`src/rtl/row_slide_merge_pkg.sv`:
```
// Shared 2048 board definitions: cell/row widths, FSM encoding and the merge score helper.
// Purely declarative; no latency or flow control.
package row_slide_merge_pkg;

  localparam int TILE_W  = 3;
  localparam int ROW_W   = 3 * TILE_W;
  localparam int SCORE_W = 10;

  localparam logic [TILE_W-1:0] EMPTY   = '0;
  localparam logic [TILE_W-1:0] MAX_EXP = TILE_W'(2**TILE_W - 1);

  typedef enum logic [1:0] {
    IDLE = 2'd0,
    PROC = 2'd1,
    DONE = 2'd2
  } state_t;

  // Score for a merge producing exponent e+1 is 2**(e+1), zero-extended to SCORE_W.
  function automatic logic [SCORE_W-1:0] merge_score(input logic [TILE_W-1:0] e);
    logic [SCORE_W-1:0] one;
    one = SCORE_W'(1);
    return one << (int'(e) + 1);
  endfunction

endpackage

```
`src/rtl/row_slide_merge_if.sv`:
```
// Request/result bundle between the move controller and the slide/merge engine.
// start is sampled only while busy is low; results hold from done until the next accepted start.
interface row_slide_merge_if;
  import row_slide_merge_pkg::*;

  logic               start;
  logic [ROW_W-1:0]   in0;
  logic [ROW_W-1:0]   in1;
  logic [ROW_W-1:0]   in2;
  logic               busy;
  logic               done;
  logic [ROW_W-1:0]   out0;
  logic [ROW_W-1:0]   out1;
  logic [ROW_W-1:0]   out2;
  logic               moved;
  logic [SCORE_W-1:0] score_inc;

  modport master (
    output start, in0, in1, in2,
    input  busy, done, out0, out1, out2, moved, score_inc
  );

  modport slave (
    input  start, in0, in1, in2,
    output busy, done, out0, out1, out2, moved, score_inc
  );

endinterface

```
`src/rtl/row_slide_merge_row_merge3.sv`:
```
// Combinational slide-then-merge of one 3-cell row toward cell 0, at most one merge per row.
// Zero latency; no flow control.
module row_merge3
  import row_slide_merge_pkg::*;
(
  input  logic [ROW_W-1:0]   r_in,
  output logic [ROW_W-1:0]   r_out,
  output logic               changed,
  output logic [SCORE_W-1:0] score
);

  logic [TILE_W-1:0] a, b, c;
  logic [TILE_W-1:0] p, q, r;

  assign a = r_in[0*TILE_W +: TILE_W];
  assign b = r_in[1*TILE_W +: TILE_W];
  assign c = r_in[2*TILE_W +: TILE_W];

  always_comb begin
    p = EMPTY;
    q = EMPTY;
    r = EMPTY;
    if (a != EMPTY) begin
      p = a;
      if (b != EMPTY) begin
        q = b;
        r = c;
      end else begin
        q = c;
      end
    end else if (b != EMPTY) begin
      p = b;
      q = c;
    end else begin
      p = c;
    end
  end

  // Left pair has priority so a freshly merged tile cannot merge again.
  always_comb begin
    r_out = {r, q, p};
    score = '0;
    if (p != EMPTY && p == q && p < MAX_EXP) begin
      r_out = {EMPTY, r, p + TILE_W'(1)};
      score = merge_score(p);
    end else if (q != EMPTY && q == r && q < MAX_EXP) begin
      r_out = {EMPTY, q + TILE_W'(1), p};
      score = merge_score(q);
    end
  end

  assign changed = (r_out != r_in);

endmodule

```
`src/rtl/row_slide_merge.sv`:
```
// One 2048 move on a 3x3 board: captures three rows and runs them one per cycle through a shared row_merge3.
// done appears 4 cycles after an accepted start; start is ignored (not queued) while busy.
module row_slide_merge
  import row_slide_merge_pkg::*;
(
  input  logic              clk,
  input  logic              rst,
  row_slide_merge_if.slave  bus
);

  state_t             state, state_nxt;
  logic [1:0]         row_idx;
  logic [ROW_W-1:0]   row0, row1, row2;
  logic [ROW_W-1:0]   row_sel;
  logic [ROW_W-1:0]   row_res;
  logic               row_changed;
  logic [SCORE_W-1:0] row_score;
  logic [ROW_W-1:0]   out0, out1, out2;
  logic               moved;
  logic [SCORE_W-1:0] score_inc;

  always_comb begin
    case (row_idx)
      2'd0:    row_sel = row0;
      2'd1:    row_sel = row1;
      default: row_sel = row2;
    endcase
  end

  row_merge3 u_row_merge3 (
    .r_in    (row_sel),
    .r_out   (row_res),
    .changed (row_changed),
    .score   (row_score)
  );

  always_ff @(posedge clk or posedge rst) begin
    if (rst) state <= IDLE;
    else     state <= state_nxt;
  end

  always_comb begin
    state_nxt = state;
    case (state)
      IDLE:    if (bus.start) state_nxt = PROC;
      PROC:    if (row_idx == 2'd2) state_nxt = DONE;
      DONE:    state_nxt = IDLE;
      default: state_nxt = IDLE;
    endcase
  end

  always_ff @(posedge clk or posedge rst) begin
    if (rst) begin
      row_idx   <= 2'd0;
      row0      <= '0;
      row1      <= '0;
      row2      <= '0;
      out0      <= '0;
      out1      <= '0;
      out2      <= '0;
      moved     <= 1'b0;
      score_inc <= '0;
    end else begin
      if (state == IDLE && bus.start) begin
        row0      <= bus.in0;
        row1      <= bus.in1;
        row2      <= bus.in2;
        row_idx   <= 2'd0;
        moved     <= 1'b0;
        score_inc <= '0;
      end else if (state == PROC) begin
        case (row_idx)
          2'd0:    out0 <= row_res;
          2'd1:    out1 <= row_res;
          default: out2 <= row_res;
        endcase
        moved     <= moved | row_changed;
        score_inc <= score_inc + row_score;
        row_idx   <= (row_idx == 2'd2) ? 2'd0 : row_idx + 2'd1;
      end
    end
  end

  assign bus.busy      = (state != IDLE);
  assign bus.done      = (state == DONE);
  assign bus.out0      = out0;
  assign bus.out1      = out1;
  assign bus.out2      = out2;
  assign bus.moved     = moved;
  assign bus.score_inc = score_inc;

endmodule

```
`src/flat_wrapper.sv`:
```
// flat-port wrapper written by rule: the top's interface ports become plain ports
module row_slide_merge_flat import row_slide_merge_pkg::*;
  (clk, rst, bus_start, bus_in0, bus_in1, bus_in2, bus_busy, bus_done, bus_out0, bus_out1, bus_out2, bus_moved, bus_score_inc);
  row_slide_merge_if bus_i ();
  input  logic clk;
  input  logic rst;
  input wire logic [$bits(bus_i.start)-1:0] bus_start;
  input wire logic [$bits(bus_i.in0)-1:0] bus_in0;
  input wire logic [$bits(bus_i.in1)-1:0] bus_in1;
  input wire logic [$bits(bus_i.in2)-1:0] bus_in2;
  output wire logic [$bits(bus_i.busy)-1:0] bus_busy;
  output wire logic [$bits(bus_i.done)-1:0] bus_done;
  output wire logic [$bits(bus_i.out0)-1:0] bus_out0;
  output wire logic [$bits(bus_i.out1)-1:0] bus_out1;
  output wire logic [$bits(bus_i.out2)-1:0] bus_out2;
  output wire logic [$bits(bus_i.moved)-1:0] bus_moved;
  output wire logic [$bits(bus_i.score_inc)-1:0] bus_score_inc;
  assign bus_i.start = bus_start;
  assign bus_i.in0 = bus_in0;
  assign bus_i.in1 = bus_in1;
  assign bus_i.in2 = bus_in2;
  assign bus_busy = bus_i.busy;
  assign bus_done = bus_i.done;
  assign bus_out0 = bus_i.out0;
  assign bus_out1 = bus_i.out1;
  assign bus_out2 = bus_i.out2;
  assign bus_moved = bus_i.moved;
  assign bus_score_inc = bus_i.score_inc;
  row_slide_merge u_core (.clk(clk), .rst(rst), .bus(bus_i));
endmodule
```
`config.mk`:
```
export PLATFORM = sky130hd
export DESIGN_NAME = row_slide_merge_flat
export DESIGN_NICKNAME = d
export VERILOG_FILES = /design/src/rtl/row_slide_merge_pkg.sv /design/src/rtl/row_slide_merge_if.sv /design/src/rtl/row_slide_merge_row_merge3.sv /design/src/rtl/row_slide_merge.sv /design/src/flat_wrapper.sv
export SDC_FILE = /design/constraint.sdc
export NUM_CORES = 1
export LEC_CHECK = 0
export CORE_MARGIN = 4
export CORE_UTILIZATION = 60
export CTS_BUF_LIST = sky130_fd_sc_hd__clkbuf_4
export CTS_CLUSTER_SIZE = 12
export DETAILED_ROUTE_END_ITERATION = 16
export PLACE_DENSITY = 0.88
export SKIP_LAST_GASP = 1
export SLEW_MARGIN = 20
export SYNTH_ARGS = -nofsm -noshare
export SYNTH_HDL_FRONTEND = slang
export SYNTH_HIERARCHICAL = 1
export SYNTH_SLANG_ARGS = --single-unit
```
`constraint.sdc`:
```
create_clock -name clk -period 10.28 [get_ports clk]
set_input_delay 2.056 -clock clk [delete_from_list [all_inputs] [get_ports clk]]
set_output_delay 2.056 -clock clk [all_outputs]
set_load 0.005 [all_outputs]
```
# Yosys cells after proc, flatten, opt, wreduce, memory -nomap -nowiden
# Cells that the tools add are included.
dict set report word_totals {
  register_bits 69
  in_bits 30
}
dict set report op_classes {
  n_addsub 6
  order_cmp 2
  eq_ne 9
  shift 2
  n_mux 20
  n_bitwise 3
  n_reduce_logical 18
}
# operator n
set ops {}
lappend ops {{$mux W10} 4}
lappend ops {{$shl A1 B4 Y10 const A} 2}
lappend ops {{$mux W9} 2}
lappend ops {{$pmux W9 S2} 1}
lappend ops {{$mux W3} 5}
lappend ops {{$reduce_bool A3 Y1} 4}
lappend ops {{$add A10 B10 Y10} 1}
lappend ops {{$mux W2} 5}
lappend ops {{$ne A9 B9 Y1} 1}
lappend ops {{$reduce_and A3 Y1} 3}
lappend ops {{$add A3 B1 Y4 const B} 2}
lappend ops {{$add A3 B1 Y3 const B} 2}
lappend ops {{$eq A3 B3 Y1} 2}
lappend ops {{$lt A3 B3 Y1 const B} 2}
lappend ops {{$logic_and A1 B1 Y1} 5}
lappend ops {{$eq A2 B1 Y1 const B} 2}
lappend ops {{$eq A2 B2 Y1 const B} 2}
lappend ops {{$logic_not A2 Y1} 2}
lappend ops {{$ne A2 B2 Y1 const B} 2}
lappend ops {{$pmux W2 S2} 1}
lappend ops {{$reduce_bool A2 Y1} 2}
lappend ops {{$add A2 B1 Y2 const B} 1}
lappend ops {{$mux W1} 2}
lappend ops {{$not A1 Y1} 2}
lappend ops {{other kinds (3)} 3}

# Logic depth before layout (Yosys ltp)
# Gate-level depths: netlist of run 1.
dict set report depth {
  word_depth 14
  ltp_mapped 24
  depth_no_buf 21
}

# By module
# Netlist of run 1, hierarchy kept.
# mod instances cells_per_inst area_per_inst_um2 seq_area_each_um2
set modules_own_cells {}
lappend modules_own_cells {row_slide_merge 1 242 3163.0 1726.7}
lappend modules_own_cells {row_merge3 1 150 1108.6 0.0}

# Worst setup path after synthesis of run 1
# OpenSTA, ideal clock, no wires.
dict set report synth_timing {
  kind {reg-to-reg}
  start {reg u_core.row_idx[1]}
  end {reg u_core.score_inc[8], in the netlist u_core/bus.score_inc[8]}
  arrival_time_ns 5.274
  setup_slack_ns 4.883
  path_stages_with_launch 24
  n_path_buf 3
  cell_sequence {dfrtp_1 clkbuf_1 clkbuf_1 nand2_1 o21ai_0 or3_4 buf_6 o21bai_2 inv_1 ha_1 a2111oi_4 nand3b_2 a32oi_2 o31ai_4 nor3_2 a32o_1 ha_1 fa_1 a21o_1 a21oi_2 o21bai_2 a221oi_2 xor2_1 o21ai_1}
}
dict set report synth_between {
  elab_cells_between_ends 29
  cone_classes {3 x add/sub; 2 x order compare; 3 x eq/ne; 2 x shift; 10 x mux; 9 x reduce/logical}
}
# element line_no
set synth_rtl {}
lappend synth_rtl {{start: declaration} row_slide_merge.sv:12} ;# logic [1:0] row_idx;
lappend synth_rtl {{start signal: assignment} row_slide_merge.sv:79} ;# row_idx <= (row_idx == 2'd2) ? 2'd0 : row_idx + 2'd1;
lappend synth_rtl {{$eq A2 B1 Y1 / $logic_not A2 Y1 (equally long branches)} row_slide_merge.sv:23} ;# case (row_idx)
lappend synth_rtl {{$pmux W9 S2 (*)} row_slide_merge.sv:23}
lappend synth_rtl {{net u_core.row_sel[2]} row_slide_merge.sv:14} ;# logic [ROW_W-1:0] row_sel;
lappend synth_rtl {{branches (longest 6 deep; another with $add A3 B1 Y4)} -}
lappend synth_rtl {{$mux W10 (*)} row_slide_merge_row_merge3.sv:43} ;# if (p != EMPTY && p == q && p < MAX_EXP) begin
lappend synth_rtl {{net u_core.row_score[0]} row_slide_merge.sv:17} ;# logic [SCORE_W-1:0] row_score;
lappend synth_rtl {{$add A10 B10 Y10 (*)} row_slide_merge.sv:78} ;# score_inc <= score_inc + row_score;
lappend synth_rtl {{$mux W10 (*)} row_slide_merge.sv:71} ;# end else if (state == PROC) begin
lappend synth_rtl {{$mux W10 (*)} row_slide_merge.sv:64} ;# if (state == IDLE && bus.start) begin
lappend synth_rtl {{end signal: assignment} row_slide_merge.sv:78}
lappend synth_rtl {{end: declaration} row_slide_merge.sv:20} ;# logic [SCORE_W-1:0] score_inc;
# Mark *: on every way through the listed nets, which the timed path passes. The select of a mux whose other input is x is not followed.
# A chain may end at the register's enable or synchronous reset.

# Worst setup path in the final report of run 1
dict set report layout_timing {
  start {reg u_core.row_idx[0]}
  end {reg u_core.score_inc[8], in the netlist u_core/bus.score_inc[8]}
}
# The elaborated chain is that of the path after synthesis.

==> results of run 1 <==
placed cells by master (no fill, tap or decap), drive strengths merged, types with 3 or more instances in the layout:
master and n:
o21ai 24, nor2 14, mux2 54, inv 11, a21oi 12, clkdlybuf4s50 69, a31oi 3, a211oi 6
nor3 12, a21o 5, mux2i 10, nand3 9, and2 6, ha 17, xor2 7, xnor2 10
nand3b 3, nor2b 3, clkinv 3, dfrtp 69, o211ai 6, clkbuf 11, o22ai 9, nor3b 4
o21bai 3, or2 3, nand2 36, buf 8, a32o 8
cell usage after synthesis (2+ instances only):
| cell | n |
|---|---|
| a21o_1 | 5 |
| o21ai_1 | 2 |
| buf_2 | 8 |
| o21bai_2 | 3 |
| nor2b_1 | 3 |
| o22ai_1 | 8 |
| nand4_1 | 2 |
| buf_6 | 6 |
| xnor2_1 | 8 |
| dfrtp_1 | 69 |
| nand3_1 | 8 |
| nor3_1 | 8 |
| a21oi_1 | 11 |
| xnor2_2 | 2 |
| mux2i_1 | 10 |
| a211oi_1 | 6 |
| a32o_1 | 8 |
| a31oi_1 | 2 |
| ha_1 | 17 |
| inv_1 | 10 |
| a221o_1 | 2 |
| mux2_2 | 54 |
| nor3b_1 | 4 |
| o211ai_1 | 5 |
| nor3_2 | 3 |
| buf_4 | 5 |
| clkbuf_1 | 4 |
| xor2_1 | 7 |
| nor2_1 | 13 |
| nand2_1 | 35 |
| and2_1 | 6 |
| o21ai_0 | 22 |
| nand3b_1 | 2 |
stage by stage:
stage | cell area, um2 | utilization [%] | worst slack (ns)
global placement | 4986 | 72.59 | 4.210
floorplan | 4275 | - | 4.883
CTS | 5120 | 74.54 | 3.866
finish | 5120 | 74.54 | 3.785
detailed placement | 4986 | 72.59 | 3.873
global route | 5120 | 74.54 | 3.327
layer usage:
metal | GRT usage (%) | up-vias | routed length, um
li1 | - | 1564 | -
met1 | 28.02 | 1588 | 3743
met2 | 36.74 | 110 | 4457
met4 | 8.540 | 0 | 205
met3 | 4.793 | 21 | 502
met5 | 0 | - | 0
registers in the layout, summed over array words and instances (netlist names), 2 cells and up:
| name | flops |
|---|---|
| u_core/state | 2 |
| u_core/row_idx | 2 |
| u_core/bus.out1 | 9 |
| u_core/row0 | 9 |
| u_core/row2 | 9 |
| u_core/bus.out2 | 9 |
| u_core/bus.score_inc | 10 |
| u_core/row1 | 9 |
| u_core/bus.out0 | 9 |
worst max-delay path by stage:
stage / to / slack [ns] / cells after the start / startpoint
after detailed placement: u_core/bus.score_inc[8] / 3.87 / 20 / u_core/row_idx[0]
after CTS: u_core/bus.score_inc[8] / 3.87 / 20 / u_core/row_idx[0]
after global placement: u_core/bus.score_inc[8] / 4.21 / 20 / u_core/row_idx[0]
after floorplan: u_core/bus.score_inc[8] / 4.88 / 23 / u_core/row_idx[1]
final: u_core/bus.score_inc[8] / 3.79 / 20 / u_core/row_idx[0]
after global routing: u_core/bus.score_inc[8] / 3.33 / 21 / u_core/row_idx[0]
cell families (layout without fill, tap and decap cells):
family	Yosys count	in the layout	share of synthesized area, %
compound gates	90	90	16.34
xor+xnor	17	17	3.837
fa+ha+maj	19	19	5.712
buf+inv	34	104	4.716
flops	69	69	40.42
mux	64	64	16.58
other cells	1	2	0.08779
simple gates	98	98	12.30
cell type report:
type	instances	area (um2)	area share, %
sequential	69	1727	33.72
inverter	11	41.29	0.8065
clock buffer	11	82.58	1.613
multi-input combinational	290	2347	45.85
tap	96	120.1	2.346
timing repair buffer	77	750.7	14.66
clock inverter	5	51.30	1.002
worst max-delay path: stages (launching register included):
cell and delay (ns):
dfrtp_1 0.77, mux2i_1 0.25, o21ai_0 0.32, or3_4 0.56, o21bai_2 0.37, inv_1 0.16
ha_1 0.26, a2111oi_4 0.48, nand3b_2 0.28, a32oi_2 0.09, o31ai_4 0.81, nor3_2 0.11
a32o_1 0.24, ha_1 0.22, fa_1 0.42, a21o_1 0.21, a21oi_2 0.19, o21bai_2 0.09
a221oi_2 0.27, xor2_1 0.17, o21ai_1 0.07
==> qor.csv, run 1 <==
stage,metric,value,unit
cts,clockBufferDepth,2,
setup_path,critPathKind,flop to flop,
grt,overflow,0,
synth,avgSynthCellArea,10.90,um2
setup_path,r2r_slack,3.79,ns
detailed_routing,wl_per_cell,15.94,um
placed_design,dp.cells,543,
synth,synth_top_area_share,40.42,%
grt,antenna_found_initial,0,
setup_path,worst_setup_path_end_kind,flop,
timing,min_period_over_period,63.18,%
synth,yosysUniqueCellTypes,67,
layout,n_fill_cell,483,
synth,synth_seq_cells,69,
detailed_routing,wirelength,8908,um
setup_path,arrival,6.77,ns
cts,clockRootBuffer,clkbuf_4,
floorplanning,die_h,92.38,um
placed_design,gp_congestion,0.9689,
detailed_routing,drt_pass1_iterations,6,
setup_path,reg2reg_depth,20,
floorplanning,initial_core_util,62.19,%
timing,rsz0062_at_grt,no,
grt,grt_usage,22.04,%
cts,cts_resized,0,
grt,grt_max_degree,70,
timing,timing.fmax,0.1540,GHz
setup_path,r2r-start,u_core/row_idx[0],
layout,final_cells,559,
timing,setup_viol,0,
synth,synth_cells,392,
hold_path,hp-class,flop to flop,
synth,synth.cell_area,0.004272,mm2
timing,layout_min_cycle_time,6.495,ns
detailed_routing,vias_per_cell,5.873,
placed_design,io_buffers,69,
placed_design,dp_hpwl,6693,um
cts,cts.htree.levels,3,
synth,ys_warn_count,6,
grt,grt_pass1_vias,3162,
cts,cts-buffers-inserted,9,
detailed_routing,vias,3283,
timing,slew_viol_final,0,
synth,async_flop_share,100.0,%
outcome,outcome,"complete, no violations",
timing,fin_skew,0.01348,ns
cts,cts.clk_slew.worst_paths,0.11,ns
flow_run,cap_viol_max_count,0,
cts,cts_tree,yes,
hold_path,hold_depth,1,
timing,tightestPinTransition,0.9860,ns
floorplanning,die_x,92.38,um
layout,nets,506,
timing,max_slew_margin,34.26,%
floorplanning,core_area,0.006869,mm2
setup_path,regToRegEndpoint,u_core/bus.score_inc[8],
hold_path,worstHoldStart,u_core/bus.out2[0],
cts,cts.sinks,69,
timing,hold_viol,0,
timing,tns,0,ns
detailed_routing,route.detailed.drc,0,
timing,timing.hold.ws,0.5114,ns
synth,synthTopCellsByArea,"dfrtp_1 40%, mux2_2 14%, ha_1 5.0%, nand2_1 3.1%, o21ai_0 2.6%",
floorplanning,die_area,0.008533,mm2
layout,syn_to_final_growth,19.86,%
setup_path,path_max_fanout,27,
setup_path,crit_path_start_kind,flop,
grt,grt_pass1_wl,14990,um
synth,yosysSeqAreaShare,40.42,%
layout,antennaDiodeCount,0,
cts,worst_skew_pair.late_latency,0.41,ns
detailed_routing,drt_iter0_markers,265,
cts,post_cts_buffers,0,
layout,drive_gt1_share,22.68,%
floorplanning,num_io_pins,70,
setup_path,crit_required,10.55,ns
cts,holdBufCountCts,0,
floorplanning,rows,30,
synth,synth_ff_type,dfrtp_1,
synth,synth_enable_flop_cells,0,
detailed_routing,final_antenna_net_count,0,
hold_path,whs_endpoint,u_core/bus.out2[0],
synth,synth_top_cell_by_area,dfrtp_1,
Power of run 1 is not shown: default switching activity piles up to over one toggle a cycle in this logic, so the estimate is an artifact.
==> inputs of run 2 (changes only) <==
--- a/config.mk
+++ b/config.mk
@@ -6,11 +6,11 @@
 export NUM_CORES = 1
 export LEC_CHECK = 0
 export CORE_MARGIN = 4
-export CORE_UTILIZATION = 60
+export CORE_UTILIZATION = 56
 export CTS_BUF_LIST = sky130_fd_sc_hd__clkbuf_4
 export CTS_CLUSTER_SIZE = 12
 export DETAILED_ROUTE_END_ITERATION = 16
-export PLACE_DENSITY = 0.88
+export PLACE_DENSITY = 0.83
 export SKIP_LAST_GASP = 1
 export SLEW_MARGIN = 20
 export SYNTH_ARGS = -nofsm -noshare
==> constraint.sdc (replaced) <==
create_clock -name clk -period 6.66 [get_ports clk]
set_input_delay 1.332 -clock clk [delete_from_list [all_inputs] [get_ports clk]]
set_output_delay 1.332 -clock clk [all_outputs]
set_load 0.005 [all_outputs]
==> run 2 against run 1 <==
Hold slack barely moved. Count of clock-buffer cells in the layout shrank 1. Clock skew up 0.0043 ns. Highest routed layer unchanged. Global-route usage barely moved. Wire length up 4.7%. Design area increased by 1.6%. Die area increased by 6.5%. Largest cell class unchanged. Sequential share of layout area decreased by 0.50 points. Critical endpoint unchanged. Utilization down 3.6 points. First-iteration DRC count shrank 26%.
==> qor.csv, run 2 (synthesized netlist as in run 1, its figures left out) <==
stage,metric,value,unit
timing,worst_slack,0.5512,ns
timing,max_slew_margin,35.47,%
detailed_routing,wirelength,9327,um
cts,worst_skew_pair.late_latency,0.43,ns
layout,largest_reg_flops,10,
setup_path,crit_path_start_kind,flop,
cts,holdBufCountCts,0,
timing,fin_skew,0.01781,ns
grt,grt_usage,22.03,%
timing,slew_viol_final,0,
setup_path,worst_setup_path_end_kind,flop,
setup_path,path_max_fanout,23,
floorplanning,initial_core_util,58.27,%
cts,clockBufferDepth,2,
timing,timing.fmax,0.1637,GHz
detailed_routing,final_antenna_net_count,0,
timing,tns,0,ns
floorplanning,rows,31,
floorplanning,die_x,95.34,um
outcome,outcome,"complete, no violations",
detailed_routing,drt_iter0_markers,196,
layout,antennaDiodeCount,0,
grt,grt_pass1_vias,3144,
placed_design,post-place-ws,0.6025,ns
grt,overflow,0,
detailed_routing,route.detailed.drc,0,
layout,mostFrequentLayoutCell,clkdlybuf4s50_1,
detailed_routing,vias_per_cell,5.835,
setup_path,arrival,6.42,ns
floorplanning,die_area,0.009089,mm2
layout,final_cell_mix,"69 x clkdlybuf4s50_1, 68 x dfrtp_1, 54 x mux2_2",
placed_design,gp_congestion,0.9881,
hold_path,hp-class,flop to flop,
cts,cts.htree.levels,3,
timing,layout_min_cycle_time,6.109,ns
setup_path,critPathKind,flop to flop,
timing,min_period_over_period,91.72,%
layout,nets,509,
cts,cts.sinks,69,
floorplanning,die_h,95.34,um
layout,syn_to_final_growth,21.73,%
layout,drive_gt1_share,23.61,%
grt,grt_pass1_wl,15450,um
grt,grt_max_degree,70,
cts,cts_tree,yes,
placed_design,io_buffers,69,
cts,cts.clk_slew.worst_paths,0.12,ns
floorplanning,core_area,0.007331,mm2
cts,clockRootBuffer,clkbuf_4,
placed_design,dp_hpwl,6739,um
timing,setup_viol,0,
flow_run,cap_viol_max_count,0,
detailed_routing,drt_pass1_iterations,5,
detailed_routing,wl_per_cell,16.51,um
floorplanning,num_io_pins,70,
setup_path,crit_required,6.97,ns
timing,tightestPinTransition,0.9579,ns
layout,top_register,u_core/bus.score_inc,
timing,hold_viol,0,
timing,timing.hold.ws,0.5116,ns
cts,cts-buffers-inserted,9,
detailed_routing,vias,3297,
grt,antenna_found_initial,0,
timing,rsz0062_at_grt,no,
run 2: cell types whose count changed in the layout (fill, tap and decap cells not counted), sizes merged:
cell / delta
buf: +3
bufinv: +2
clkbuf: -1
clkinv: -1
run 2: worst max-delay path, cell delays in order, from the launching register on:
cell       delay, ns
dfrtp_1         0.75
o21ai_0         0.49
or3_4           0.56
o21bai_2        0.38
inv_1           0.16
ha_1            0.26
a2111oi_4       0.50
nand3b_2        0.28
a32oi_2         0.09
o31ai_4         0.54
nor3_2          0.11
a32o_1          0.23
ha_1            0.21
fa_1            0.41
a21o_1          0.21
a21oi_2         0.19
o21bai_2        0.09
a221oi_2        0.27
xor2_1          0.17
o21ai_1         0.07
run 2: through the flow:
step | utilization, % | cells | cell area (um2)
finish | 70.93 | 565 | 5200
global route | 70.93 | 565 | 5200
CTS | 70.92 | 565 | 5199
detailed placement | 68.37 | 549 | 5012
global placement | 68.37 | 549 | 5012
floorplan | - | 393 | 4275
run 2: area by class of cell:
class	instances	area [um2]
inverter	11	41.29
clock buffer	10	75.07
sequential	69	1728
clock inverter	6	111.4
timing repair buffer	80	773.2
multi-input combinational	290	2347
tap	99	123.9
fill	527	2131
run 2: routing by layer:
layer	up-vias	track usage, %	wire length, um	share of wire (%)
li1	1580	-	-	-
met5	-	0	0	0
met3	23	4.893	503	5.4
met4	0	8.413	226	2.4
met2	114	36.56	4562	49
met1	1580	28.03	4035	43
run 2: path summary, 6_finish.rpt:
| kind | from | endpoint | slack, ns | cells after the start |
|---|---|---|---|---|
| setup / recovery | u_core/row_idx[1] | u_core/bus.score_inc[8] | 0.55 | 19 |
| max in group asynchronous | rst | u_core/row_idx[0] | 4.60 | 3 |
| hold / removal | u_core/bus.out2[1] | u_core/bus.out2[1] | 0.51 | 1 |
| hold reg to reg | u_core/bus.out2[1] | u_core/bus.out2[1] | 0.51 | 1 |
| setup reg to reg | u_core/row_idx[1] | u_core/bus.score_inc[8] | 0.55 | 19 |
| min in group asynchronous | rst | u_core/bus.out0[4] | 1.47 | 3 |
run 2: what timing repair did:
item                                   4_1_cts  5_1_grt
resized for setup                            0        1
buffers inserted                             0        0
endpoints found under the hold margin        0        0
setup endpoints to repair                    0        1
Power of run 2 is left out for the same reason.
==> inputs of run 3 (changes only) <==
--- a/config.mk
+++ b/config.mk
@@ -5,6 +5,7 @@
 export SDC_FILE = /design/constraint.sdc
 export NUM_CORES = 1
 export LEC_CHECK = 0
+export CORE_ASPECT_RATIO = 0.75
 export CORE_MARGIN = 4
 export CORE_UTILIZATION = 56
 export CTS_BUF_LIST = sky130_fd_sc_hd__clkbuf_4
==> run 3 against run 2 <==
Design area shrank 0.84%. Via count grew 0.15%. Worst setup slack better by 0.088 ns. Sequential cell count stayed put. Global-route usage grew 0.63 points. Final cell count up 0.35%. Die area increased by 0.16%. Count of clock-buffer cells in the layout down 1. Non-clock buffer count is the same. Utilization shrank 0.92 points.
==> qor.csv, run 3 (synthesized netlist as in run 1, its figures left out) <==
stage,metric,value,unit
cts,post_cts_buffers,0,
layout,final_cells,567,
floorplanning,num_io_pins,70,
cts,clockRootBuffer,clkbuf_4,
grt,grt_pass1_vias,3355,
detailed_routing,route.detailed.drc,0,
layout,syn_to_final_growth,20.71,%
layout,antennaDiodeCount,0,
timing,fin_skew,0.01907,ns
detailed_routing,wl_met2,4431,um
detailed_routing,drt_pass1_iterations,5,
setup_path,reg2reg_depth,21,
floorplanning,initial_core_util,58.00,%
cts,cts.clk_slew.worst_paths,0.12,ns
floorplanning,die_x,108.9,um
layout,nets,509,
grt,grt_pass1_wl,16470,um
grt,overflow,0,
outcome,outcome,"complete, no violations",
timing,slew_viol_final,0,
setup_path,crit_required,6.96,ns
detailed_routing,wl_per_cell,17.05,um
floorplanning,rows,27,
floorplanning,die_h,83.64,um
cts,cts.sinks,69,
timing,max_slew_margin,39.60,%
cts,cts_tree,yes,
timing,tightestPinTransition,0.8984,ns
timing,min_period_over_period,90.41,%
setup_path,r2r-start,u_core/row_idx[0],
detailed_routing,route.met3.wl,648,um
cts,clockBufferDepth,2,
floorplanning,core_area,0.007365,mm2
setup_path,crit_path_start,u_core/row_idx[0],
layout,fin_area,0.005156,mm2
cts,worst_skew_pair.late_latency,0.43,ns
layout,largest_reg_flops,10,
setup_path,regToRegEndpoint,u_core/bus.score_inc[8],
layout,top_register,u_core/bus.score_inc,
timing,rsz0062_at_grt,no,
detailed_routing,vias_per_cell,5.824,
hold_path,hp-class,flop to flop,
setup_path,critPathKind,flop to flop,
grt,grt_max_degree,70,
layout,n_fill_cell,599,
placed_design,place_area,0.005015,mm2
cts,cts_resized,0,
grt,grt_usage,22.66,%
detailed_routing,routed.top_layer,met4,
floorplanning,die_area,0.009104,mm2
cts,holdBufCountCts,0,
setup_path,crit_end,u_core/bus.score_inc[8],
layout,final_cell_mix,"69 x clkdlybuf4s50_1, 69 x dfrtp_1, 54 x mux2_2",
detailed_routing,final_antenna_net_count,0,
setup_path,arrival,6.32,ns
timing,timing.fmax,0.1661,GHz
setup_path,worst_setup_path_end_kind,flop,
cts,cts.htree.levels,3,
placed_design,dp_hpwl,7199,um
timing,setup_viol,0,
detailed_routing,wirelength,9669,um
detailed_routing,vias,3302,
timing,tns,0,ns
setup_path,crit_path_start_kind,flop,
setup_path,r2r_slack,0.64,ns
setup_path,path_max_fanout,14,
cts,cts-buffers-inserted,9,
timing,layout_min_cycle_time,6.021,ns
placed_design,io_buffers,69,
flow_run,cap_viol_max_count,0,
detailed_routing,drt_iter0_markers,160,
placed_design,gp_congestion,0.9604,
placed_design,dp.cells,551,
grt,antenna_found_initial,0,
timing,hold_viol,0,
layout,drive_gt1_share,23.39,%
detailed_routing,wl_met1,4383,um
-- run 3: changes by cell type in the layout (fill, tap and decap cells not counted), sizes merged --
cell / change
bufinv: -2
clkinv: +2
clkbuf: -1
inv: +1
-- run 3: stage by stage --
step / hold slack, ns / utilization, % / worst slack (ns)
CTS: 0.5224 / 70.01 / 0.6533
global route: 0.5392 / 70.01 / 0.2107
finish: 0.5173 / 70.01 / 0.6388
detailed placement: 0.4945 / 68.09 / 0.7114
floorplan: 0.4799 / - / 1.263
global placement: 0.4860 / 68.09 / 0.9241
-- run 3: layer usage --
metal	up-vias	global-route usage [%]
met5	-	0
met4	0	7.110
met3	20	5.104
met2	121	35.22
met1	1588	31.41
li1	1573	-
-- run 3: final cells by class --
cell class              count  area, um2  area share (%)
clock buffers               9      67.56           1.310
clock inverters             7      73.82           1.432
inverters                  11      41.29          0.8008
multi-input cells         290       2347           45.52
flip-flops and latches     69       1727           33.49
well taps                 101      126.4           2.451
repair buffers             80      773.2           15.00
-- run 3: worst min path at each step --
stage,slack (ns),to,cells after the start,start
2_1_floorplan,0.48,u_core/row0[0],1,u_core/row0[0]
3_3_place_gp,0.49,u_core/bus.out2[3],1,u_core/bus.out2[3]
3_5_place_dp,0.49,u_core/bus.out0[6],1,u_core/bus.out0[6]
4_1_cts,0.52,u_core/bus.out0[6],1,u_core/bus.out0[6]
5_1_grt,0.54,u_core/bus.out0[1],1,u_core/bus.out0[1]
6_report,0.52,u_core/bus.out0[7],1,u_core/bus.out0[7]
-- run 3: critical path: stages (launching register included) --
cell and delay [ns]:
dfrtp_1 0.77, mux2i_1 0.26, o21ai_0 0.30, or3_4 0.54, o21bai_2 0.35, inv_2 0.18
ha_1 0.25, a2111oi_4 0.47, nand3b_2 0.27, a32oi_2 0.11, o31ai_4 0.21, buf_4 0.23
nor3_2 0.07, a32o_1 0.22, ha_1 0.21, fa_1 0.42, a21o_1 0.21, a21oi_2 0.20
o21bai_2 0.10, a221oi_2 0.27, xor2_1 0.16, o21ai_1 0.07
Power of run 3 is left out for the same reason.
